`src/rtl/sobel_pkg.sv`:
```
// Shared types and helpers for the Sobel streaming engine.
package sobel_pkg;

    typedef enum logic {
        NORM_L1  = 1'b0,
        NORM_MAX = 1'b1
    } norm_e;

    localparam int SAT_W = 32;

    // Width of a signed gradient for a given pixel width.
    function automatic int grad_w(input int pix_w);
        return pix_w + 3;
    endfunction

    // Clamp an unsigned value to the largest value representable in out_w bits.
    function automatic logic [SAT_W-1:0] saturate(input logic [SAT_W-1:0] val,
                                                 input int               out_w);
        logic [SAT_W-1:0] lim;
        lim = (SAT_W'(1) << out_w) - SAT_W'(1);
        return (val > lim) ? lim : val;
    endfunction

endpackage

```
`src/rtl/sobel_kernel.sv`:
```
// Combinational 3x3 Sobel kernel: three columns in, signed gx/gy out.
// Column element 0 is the top row, 2 the bottom row.
module sobel_kernel
    import sobel_pkg::*;
#(
    parameter int PIX_W = 8
) (
    input  logic [2:0][PIX_W-1:0]          col_l,
    input  logic [2:0][PIX_W-1:0]          col_c,
    input  logic [2:0][PIX_W-1:0]          col_r,
    output logic signed [grad_w(PIX_W)-1:0] gx,
    output logic signed [grad_w(PIX_W)-1:0] gy
);

    localparam int GW = grad_w(PIX_W);

    logic [GW-1:0] sum_l, sum_r, sum_t, sum_b;

    // Weighted 1-2-1 sums of the outer columns and outer rows, zero-extended.
    always_comb begin
        sum_l = GW'(col_l[0]) + (GW'(col_l[1]) << 1) + GW'(col_l[2]);
        sum_r = GW'(col_r[0]) + (GW'(col_r[1]) << 1) + GW'(col_r[2]);
        sum_t = GW'(col_l[0]) + (GW'(col_c[0]) << 1) + GW'(col_r[0]);
        sum_b = GW'(col_l[2]) + (GW'(col_c[2]) << 1) + GW'(col_r[2]);
    end

    assign gx = signed'(sum_r - sum_l);
    assign gy = signed'(sum_t - sum_b);

endmodule

```
`src/rtl/sobel_stream.sv`:
```
// Streaming Sobel edge-magnitude engine. One 3-pixel column per beat, one
// magnitude per column that completes a 3-column window.
// Pipeline: window register -> gradient register -> magnitude register.
// Optional build macro SOBEL_THRESH_EN adds a threshold compare (thresh/out_edge).
module sobel_stream
    import sobel_pkg::*;
#(
    parameter int PIX_W = 8,
    parameter int OUT_W = PIX_W + 3,
    parameter int NORM  = 0
) (
    input  logic             clk,
    input  logic             rst_n,
    input  logic             in_valid,
    output logic             in_ready,
    input  logic [PIX_W-1:0] in_top,
    input  logic [PIX_W-1:0] in_mid,
    input  logic [PIX_W-1:0] in_bot,
    input  logic             in_sol,
    input  logic             in_eol,
    output logic             out_valid,
    input  logic             out_ready,
    output logic [OUT_W-1:0] out_mag,
    output logic             out_last
`ifdef SOBEL_THRESH_EN
    ,
    input  logic [OUT_W-1:0] thresh,
    output logic             out_edge
`endif
);

    localparam int GW = grad_w(PIX_W);
    localparam int MW = PIX_W + 4;

    typedef logic [2:0][PIX_W-1:0] col_t;

    col_t                 c0, c1, c2, in_col;
    logic [1:0]           col_cnt;
    logic                 w_vld, w_last;
    logic signed [GW-1:0] kx, ky, s1_gx, s1_gy;
    logic                 s1_vld, s1_last;
    logic                 accept, produce, s1_adv, s2_adv;
    logic [GW-1:0]        gx_neg, gy_neg;
    logic [MW-1:0]        ax, ay, comb;
    logic [OUT_W-1:0]     mag_sat;

    assign in_col  = {in_bot, in_mid, in_top};
    assign s2_adv  = !out_valid || out_ready;
    assign s1_adv  = s2_adv || !s1_vld;
    // The window may only be overwritten once a pending window has moved on.
    assign in_ready = !w_vld || s1_adv;
    assign accept   = in_valid && in_ready;
    assign produce  = accept && !in_sol && (col_cnt == 2'd2);

    // Sliding window, column count and the "window holds a result" flag.
    always_ff @(posedge clk or negedge rst_n) begin
        if (!rst_n) begin
            c0      <= '0;
            c1      <= '0;
            c2      <= '0;
            col_cnt <= 2'd0;
            w_vld   <= 1'b0;
            w_last  <= 1'b0;
        end else begin
            if (accept) begin
                c0     <= c1;
                c1     <= c2;
                c2     <= in_col;
                w_last <= in_eol;
                if (in_sol) begin
                    col_cnt <= 2'd1;
                end else if (col_cnt != 2'd2) begin
                    col_cnt <= col_cnt + 2'd1;
                end
                w_vld <= produce;
            end else if (s1_adv) begin
                w_vld <= 1'b0;
            end
        end
    end

    sobel_kernel #(.PIX_W(PIX_W)) u_kernel (
        .col_l (c0),
        .col_c (c1),
        .col_r (c2),
        .gx    (kx),
        .gy    (ky)
    );

    // Stage 1: register the signed gradients of a completed window.
    always_ff @(posedge clk or negedge rst_n) begin
        if (!rst_n) begin
            s1_vld  <= 1'b0;
            s1_gx   <= '0;
            s1_gy   <= '0;
            s1_last <= 1'b0;
        end else if (s1_adv) begin
            s1_vld <= w_vld;
            if (w_vld) begin
                s1_gx   <= kx;
                s1_gy   <= ky;
                s1_last <= w_last;
            end
        end
    end

    // Absolute values (each from its own sign), norm combine, saturation.
    always_comb begin
        gx_neg  = -s1_gx;
        gy_neg  = -s1_gy;
        ax      = s1_gx[GW-1] ? MW'(gx_neg) : MW'(unsigned'(s1_gx));
        ay      = s1_gy[GW-1] ? MW'(gy_neg) : MW'(unsigned'(s1_gy));
        comb    = (NORM == int'(NORM_MAX)) ? ((ax > ay) ? ax : ay) : (ax + ay);
        mag_sat = OUT_W'(saturate(SAT_W'(comb), OUT_W));
    end

    // Stage 2: output register; holds its contents while the sink stalls.
    always_ff @(posedge clk or negedge rst_n) begin
        if (!rst_n) begin
            out_valid <= 1'b0;
            out_mag   <= '0;
            out_last  <= 1'b0;
        end else if (s2_adv) begin
            out_valid <= s1_vld;
            if (s1_vld) begin
                out_mag  <= mag_sat;
                out_last <= s1_last;
            end
        end
    end

`ifdef SOBEL_THRESH_EN
    // Edge flag registered alongside the magnitude it describes.
    always_ff @(posedge clk or negedge rst_n) begin
        if (!rst_n) begin
            out_edge <= 1'b0;
        end else if (s2_adv && s1_vld) begin
            out_edge <= (mag_sat >= thresh);
        end
    end
`endif

endmodule
```
`config.mk`:
```
export PLATFORM = sky130hd
export DESIGN_NAME = sobel_stream
export DESIGN_NICKNAME = d
export VERILOG_FILES = /design/src/rtl/sobel_pkg.sv /design/src/rtl/sobel_kernel.sv /design/src/rtl/sobel_stream.sv
export SDC_FILE = /design/constraint.sdc
export NUM_CORES = 1
export LEC_CHECK = 0
export ABC_AREA = 1
export ABC_CLOCK_PERIOD_IN_PS = 8300
export CAP_MARGIN = 20
export CORE_ASPECT_RATIO = 0.75
export CORE_MARGIN = 5
export CORE_UTILIZATION = 30
export CTS_CLUSTER_DIAMETER = 150
export DETAILED_ROUTE_END_ITERATION = 7
export GPL_TIMING_DRIVEN = 0
export PLACE_DENSITY = 0.53
export SYNTH_ARGS = -nofsm -noshare
export SYNTH_HDL_FRONTEND = slang
export SYNTH_SLANG_ARGS = --single-unit
```
`constraint.sdc`:
```
create_clock -name clk -period 8.3 [get_ports clk]
set_input_delay 2.49 -clock clk [delete_from_list [all_inputs] [get_ports clk]]
set_output_delay 2.49 -clock clk [all_outputs]
set_load 0.005 [all_outputs]
```
==> results of run 1 <==
per-stage QoR:
stage | std cells | setup slack, ns | hold slack [ns]
detailed placement | 1386 | 2.08 | 0.467
finish | 1418 | 2.09 | 0.476
global placement | 1385 | 0.0147 | 0.460
floorplan | 991 | 3.04 | 0.442
global route | 1418 | 2.01 | 0.506
CTS | 1418 | 2.08 | 0.482
synth_stat cells (all sizes together), types with 2 or more instances:
cell      n
fa       42
o21bai    3
dfrtp   113
nor4      2
buf      18
or2       6
o211ai    2
xnor2    15
mux2     26
nor3      2
a21o      2
nand2   207
ha       64
inv     176
nor2     84
and2      2
a21oi    62
nand4    13
xor2     31
nand3b    2
o21ai    58
nand3    56
a21boi    2
routing by layer:
metal	wire length [microns]	vias to the layer above
met1	11500	3107
met2	8110	148
li1	-	3265
met3	1400	9
met4	163	0
met5	0	-
placed cells by master, fill, tap and decap left out, types with 3 or more instances in the layout:
cell type,netlist,layout
nand3_1,54,54
clkbuf_16,0,17
nor2_1,83,83
ha_1,64,64
nand2_2,4,4
a21oi_1,59,59
buf_6,7,8
nand4_1,13,13
or2_2,5,5
clkbuf_1,1,5
mux2_2,26,26
fa_1,42,42
nand2_1,202,202
o21ai_0,58,58
xor2_1,31,31
dfrtp_1,113,113
buf_4,4,4
clkdlybuf4s50_1,0,42
o21bai_1,3,3
buf_2,6,6
xnor2_1,15,15
bufinv_16,0,6
inv_1,176,176
cell families (layout without fill, tap and decap cells):
| group | after synthesis | in the layout | synth area share |
|---|---|---|---|
| XOR/XNOR | 46 | 46 | 0.0487 |
| buffers and inverters | 195 | 271 | 0.0995 |
| AO/OA/AOI/OAI | 131 | 131 | 0.0855 |
| multiplexers | 26 | 26 | 0.0354 |
| adder cells (fa/ha/maj) | 106 | 106 | 0.198 |
| flip-flops | 113 | 113 | 0.342 |
| AND/OR/NAND/NOR | 374 | 374 | 0.191 |
area by class of cell:
class | count | area share
tap | 351 | 0.0447
timing repair buffer | 44 | 0.0467
multi-input combinational | 683 | 0.470
sequential | 113 | 0.288
clock buffer | 22 | 0.0462
inverter | 176 | 0.0672
buffer | 19 | 0.0165
clock inverter | 10 | 0.0210
registers in the layout, indices dropped and copies added (netlist names):
signal     flops
s1_gx         11
c0            24
c2            24
s1_vld         1
w_vld          1
c1            24
out_valid      1
s1_last        1
col_cnt        2
s1_gy         11
out_mag       11
out_last       1
w_last         1
tightest hold or removal path, cell delays in order, from the launching register on:
cell	delay [ns]
dfrtp_1	0.34
nand2_1	0.05
nand2_1	0.05
worst max path at each step:
| stage | from | end | slack (ns) | cells past startpoint |
|---|---|---|---|---|
| floorplan | out_ready | in_ready | 3.04 | 4 |
| global placement | rst_n | out_mag[7]$_DFFE_PN0P_ | 0.01 | 1 |
| detailed placement | out_ready | in_ready | 2.08 | 6 |
| CTS | out_ready | in_ready | 2.08 | 6 |
| global route | out_ready | in_ready | 2.01 | 6 |
| finish | out_ready | in_ready | 2.09 | 6 |
==> flow_summary_export.csv, run 1 <==
group,metric,value,unit
clock_tree,clkSinkCount,113,
worst_setup_path,rrSetupSlack,4.22,ns
placement,place_area,9170,sq um
route,vias,6529,
clock_tree,cts_max_level,4,
clock_tree,cts_buffers,17,
floorplan,fp.dieH,154,microns
placement,portBuffers,43,
job,max-cap-violations,0,
floorplan,start_util,0.306,
cells_and_area,final_core_util,0.363,
clock_tree,insertion_delay,0.43,ns
hold_path,hold-path-endpoint,"out_last$_DFFE_PN0P_",
floorplan,die_w,202,microns
logic_synthesis,synth-seq-area-share,0.342,
worst_setup_path,crit_slowest_cell,"clkdlybuf4s50_1",
global_routing,gr-usage-met2,0.195,
global_routing,grt_pass1_vias,6519,
hold_path,hp-class,"flip-flop to flip-flop",
placement,dp_hpwl,16.8,mm
logic_synthesis,postSynth.asyncResetShare,1.00,
global_routing,track_usage,0.144,
route,drc,0,
global_routing,grt_use_met3,0.0446,
worst_setup_path,r2r_start,"c0[1]$_DFFE_PN0P_",
cells_and_area,nets,1190,
logic_synthesis,yosysUniqueCellTypes,38,
cells_and_area,fin_area,9830,sq um
timing,fin_crit_sh,0.748,
timing,grt_setup_unrepaired,"no",
cells_and_area,drive_gt1_frac,0.0853,
logic_synthesis,syn_area,8270,sq um
route,dr.first_iter.drc_count,403,
cells_and_area,fillers,2828,
cells_and_area,antennaDiodeCount,0,
worst_setup_path,cp_max_fo,3,
timing,min_period,6.21,ns
global_routing,grt_pass1_wl,35.1,mm
cells_and_area,area_growth,18.8,%
timing,setup_viol,0,
logic_synthesis,netlist_instances,991,
worst_setup_path,rr_endpoint,"s1_gy[10]$_DFFE_PN0P_",
timing,worst_pin_slew,0.654,ns
worst_setup_path,r2r_cells,19,
worst_setup_path,max_stage_delay,0.52,ns
timing,clock.fmax,161,MHz
global_routing,top_usage_layer,"met1",
status,status,"finished, final reports clean",
worst_setup_path,path_buf_inv,3,
global_routing,grt_max_degree,68,
floorplan,core_area,27100,sq um
logic_synthesis,synthFlopType,"dfrtp_1",
logic_synthesis,synth_seq_cells,113,
placement,globalplace.congestion,0.853,
timing,tns,0,ns
clock_tree,clock_tree.root_cell,"clkbuf_16",
cells_and_area,multiInputGateArea,4620,sq um
global_routing,grt_use_met1,0.224,
worst_setup_path,crit_required,5.81,ns
clock_tree,cts_hold_buf,0,
timing,drv_slew,0,
hold_path,min_from,"s1_last$_DFFE_PN0P_",
route,vias_per_cell,4.60,
hold_path,whs_path_depth,2,
worst_setup_path,cp-end-kind,"output pin",
cells_and_area,seq_area,2830,sq um
worst_setup_path,cp_top_family,"buffers and inverters",
clock_tree,postCtsSetupBuffers,0,
route,wl_per_cell,14.9,microns
worst_setup_path,path_cells,"clkdlybuf4s50_1 > inv_1 > nand2_2 > nor2_4 > nand2_2 > clkdlybuf4s50_1",
floorplan,rows,52,
clock_tree,clkTransAtPathRegs,0.05,ns
logic_synthesis,synth_top_area_cell,"dfrtp_1",
route,dr.pass1.iters,5,
logic_synthesis,synth_edf_count,0,
timing,skew,0.00992,ns
timing,maxSlewHeadroom,0.564,
logic_synthesis,avgSynthCellArea,8.35,sq um
worst_setup_path,worstSetupPathType,"input port to output pin",
logic_synthesis,synth_top_area_frac,0.342,
logic_synthesis,ys_warn_count,0,
logic_synthesis,netlist_top_cells_area,"dfrtp_1 34%, fa_1 10%, ha_1 9.7%, nand2_1 9.2%, inv_1 8.0%",
route,wirelength,21.2,mm
logic_synthesis,synthesis.nets,1127,
floorplan,die_area,31000,sq um
clock_tree,clockBufferDepth,2,
clock_tree,cts_resized,0,
global_routing,grt-ovfl-total,0,
worst_setup_path,arrival,3.72,ns
worst_setup_path,worstSetupStartpointType,"input port",
global_routing,antenna_found_initial,0,
floorplan,ios,44,
clock_tree,cts_tree,"yes",
timing,hold_viol_final,0,
route,final_antenna_net_count,0,
Power of run 1 is left out: the tool's default activity adds up to more than one toggle a clock period on the data nets, which glitch-free logic cannot reach.
==> run 2: changes to the inputs <==
--- a/config.mk
+++ b/config.mk
@@ -6,7 +6,7 @@
 export NUM_CORES = 1
 export LEC_CHECK = 0
 export ABC_AREA = 1
-export ABC_CLOCK_PERIOD_IN_PS = 8300
+export ABC_CLOCK_PERIOD_IN_PS = 5500
 export CAP_MARGIN = 20
 export CORE_ASPECT_RATIO = 0.75
 export CORE_MARGIN = 5
@@ -14,7 +14,7 @@
 export CTS_CLUSTER_DIAMETER = 150
 export DETAILED_ROUTE_END_ITERATION = 7
 export GPL_TIMING_DRIVEN = 0
-export PLACE_DENSITY = 0.53
+export PLACE_DENSITY = 0.54
 export SYNTH_ARGS = -nofsm -noshare
 export SYNTH_HDL_FRONTEND = slang
 export SYNTH_SLANG_ARGS = --single-unit
==> constraint.sdc (replaced) <==
create_clock -name clk -period 5.5 [get_ports clk]
set_input_delay 1.65 -clock clk [delete_from_list [all_inputs] [get_ports clk]]
set_output_delay 1.65 -clock clk [all_outputs]
set_load 0.005 [all_outputs]
==> flow_summary_export.csv, run 2 (synthesized netlist as in run 1, its figures left out) <==
group,metric,value,unit
worst_setup_path,r2r_start,"c0[1]$_DFFE_PN0P_",
clock_tree,cts_buffers,17,
floorplan,rows,52,
cells_and_area,stdcell_count,1417,
clock_tree,clkSinkCount,113,
hold_path,whs_path_depth,2,
clock_tree,cts_hold_buf,0,
clock_tree,cts_tree,"yes",
timing,min_period,4.52,ns
clock_tree,cts_max_level,4,
worst_setup_path,crit_start,"out_ready",
clock_tree,postCtsSetupBuffers,0,
placement,dp.cells,1386,
timing,worst_pin_slew,0.572,ns
route,drc,0,
clock_tree,clockBufferDepth,2,
worst_setup_path,rr_endpoint,"s1_gx[10]$_DFFE_PN0P_",
timing,fin_crit_sh,0.822,
timing,maxSlewHeadroom,0.618,
timing,fin_hold_ws,0.477,ns
status,status,"finished, final reports clean",
worst_setup_path,rrSetupSlack,1.43,ns
worst_setup_path,worstSetupStartpointType,"input port",
cells_and_area,area_growth,18.6,%
worst_setup_path,r2r_cells,22,
worst_setup_path,cp_top_family,"buffers and inverters",
cells_and_area,final_common_cell,"nand2_1",
route,dr.pass1.iters,5,
worst_setup_path,crit_required,3.85,ns
route,vias,6473,
route,wirelength,21.3,mm
placement,portBuffers,43,
clock_tree,clkTransAtPathRegs,0.06,ns
global_routing,antenna_found_initial,0,
worst_setup_path,arrival,2.87,ns
hold_path,min_from,"s1_last$_DFFE_PN0P_",
cells_and_area,top_regs,"c0 (24), c1 (24), c2 (24)",
floorplan,core_area,27100,sq um
cells_and_area,drive_gt1_frac,0.0872,
floorplan,fp.dieH,154,microns
worst_setup_path,cp_max_fo,3,
timing,clock.fmax,221,MHz
global_routing,grt_pass1_wl,35.7,mm
cells_and_area,antennaDiodeCount,0,
timing,hold_viol_final,0,
clock_tree,insertion_delay,0.44,ns
timing,tns,0,ns
global_routing,grt-ovfl-total,0,
timing,skew,0.0108,ns
clock_tree,cts_resized,0,
route,wl_per_cell,15.1,microns
clock_tree,clock_tree.root_cell,"clkbuf_16",
timing,grt_setup_unrepaired,"no",
placement,dp_hpwl,16.8,mm
cells_and_area,final_core_util,0.363,
route,final_antenna_net_count,0,
worst_setup_path,path_buf_inv,3,
floorplan,die_area,31000,sq um
worst_setup_path,crit_slowest_cell,"clkdlybuf4s50_1",
hold_path,hp-class,"flip-flop to flip-flop",
worst_setup_path,cp-end-kind,"output pin",
timing,drv_slew,0,
floorplan,ios,44,
cells_and_area,layout_common_cells,"202 x nand2_1, 176 x inv_1, 113 x dfrtp_1",
hold_path,hold-path-endpoint,"out_last$_DFFE_PN0P_",
timing,setup_viol,0,
worst_setup_path,path_cells,"clkdlybuf4s50_1 > inv_1 > nand2_2 > nor2_4 > nand2_2 > clkdlybuf4s50_1",
route,dr.first_iter.drc_count,434,
global_routing,grt_max_degree,58,
floorplan,start_util,0.306,
worst_setup_path,max_stage_delay,0.51,ns
cells_and_area,nets,1190,
placement,globalplace.congestion,0.858,
worst_setup_path,worstSetupPathType,"input port to output pin",
global_routing,track_usage,0.146,
floorplan,die_w,202,microns
route,vias_per_cell,4.57,
job,max-cap-violations,0,
global_routing,grt_pass1_vias,6734,
-- run 2: cell count changes in the layout (fill, tap and decap cells not counted) --
cell | before | now
clkbuf_8 | 1 | 2
clkinv_4 | 1 | 0
bufinv_16 | 6 | 5
clkbuf_1 | 5 | 2
clkinvlp_4 | 1 | 2
clkinv_2 | 2 | 4
-- run 2: worst max path at each step --
stage,end,slack [ns],cells after the start
global route,in_ready,0.91,6
floorplan,in_ready,1.92,4
finish,in_ready,0.98,6
detailed placement,in_ready,0.97,6
CTS,in_ready,0.96,6
global placement,out_mag[10]$_DFFE_PN0P_,-1.97,1
-- run 2: stage by stage --
| step | instance area [sq um] | setup slack [ns] |
|---|---|---|
| floorplan | 8270 | 1.92 |
| global placement | 9140 | -1.97 |
| detailed placement | 9170 | 0.967 |
| CTS | 9810 | 0.960 |
| global route | 9810 | 0.913 |
| finish | 9810 | 0.980 |
-- run 2: worst reg2reg max path, stage by stage, from the launching register on --
cell,delay (ns)
dfrtp_1,0.40
ha_1,0.25
fa_1,0.42
nand3_1,0.11
nand3_1,0.17
nand2_1,0.11
nand2_1,0.05
nand2_1,0.08
nand2_1,0.05
nand2_1,0.08
nand2_1,0.08
fa_1,0.51
inv_1,0.06
fa_1,0.51
inv_1,0.05
ha_1,0.35
nand2_1,0.11
nor2_1,0.14
nand3_1,0.12
nand3_1,0.10
nand2_1,0.05
nand3_1,0.07
o21ai_0,0.09
-- run 2: area by class of cell --
type	instances	area (sq um)
inverters	176	661
multi-input cells	683	4620
clock inverters	11	185
clock buffers	20	457
well taps	351	439
fillers	2836	17300
flip-flops and latches	113	2830
repair buffers	44	459
plain buffers	19	163
-- run 2: per-layer routing --
metal	global-route usage	share of wire	vias up
li1	-	-	3275
met1	0.226	0.54	3072
met5	0	0	-
met3	0.0335	0.047	19
met4	0.0403	0.011	0
met2	0.200	0.40	107
Power of run 2 is left out for the same reason.
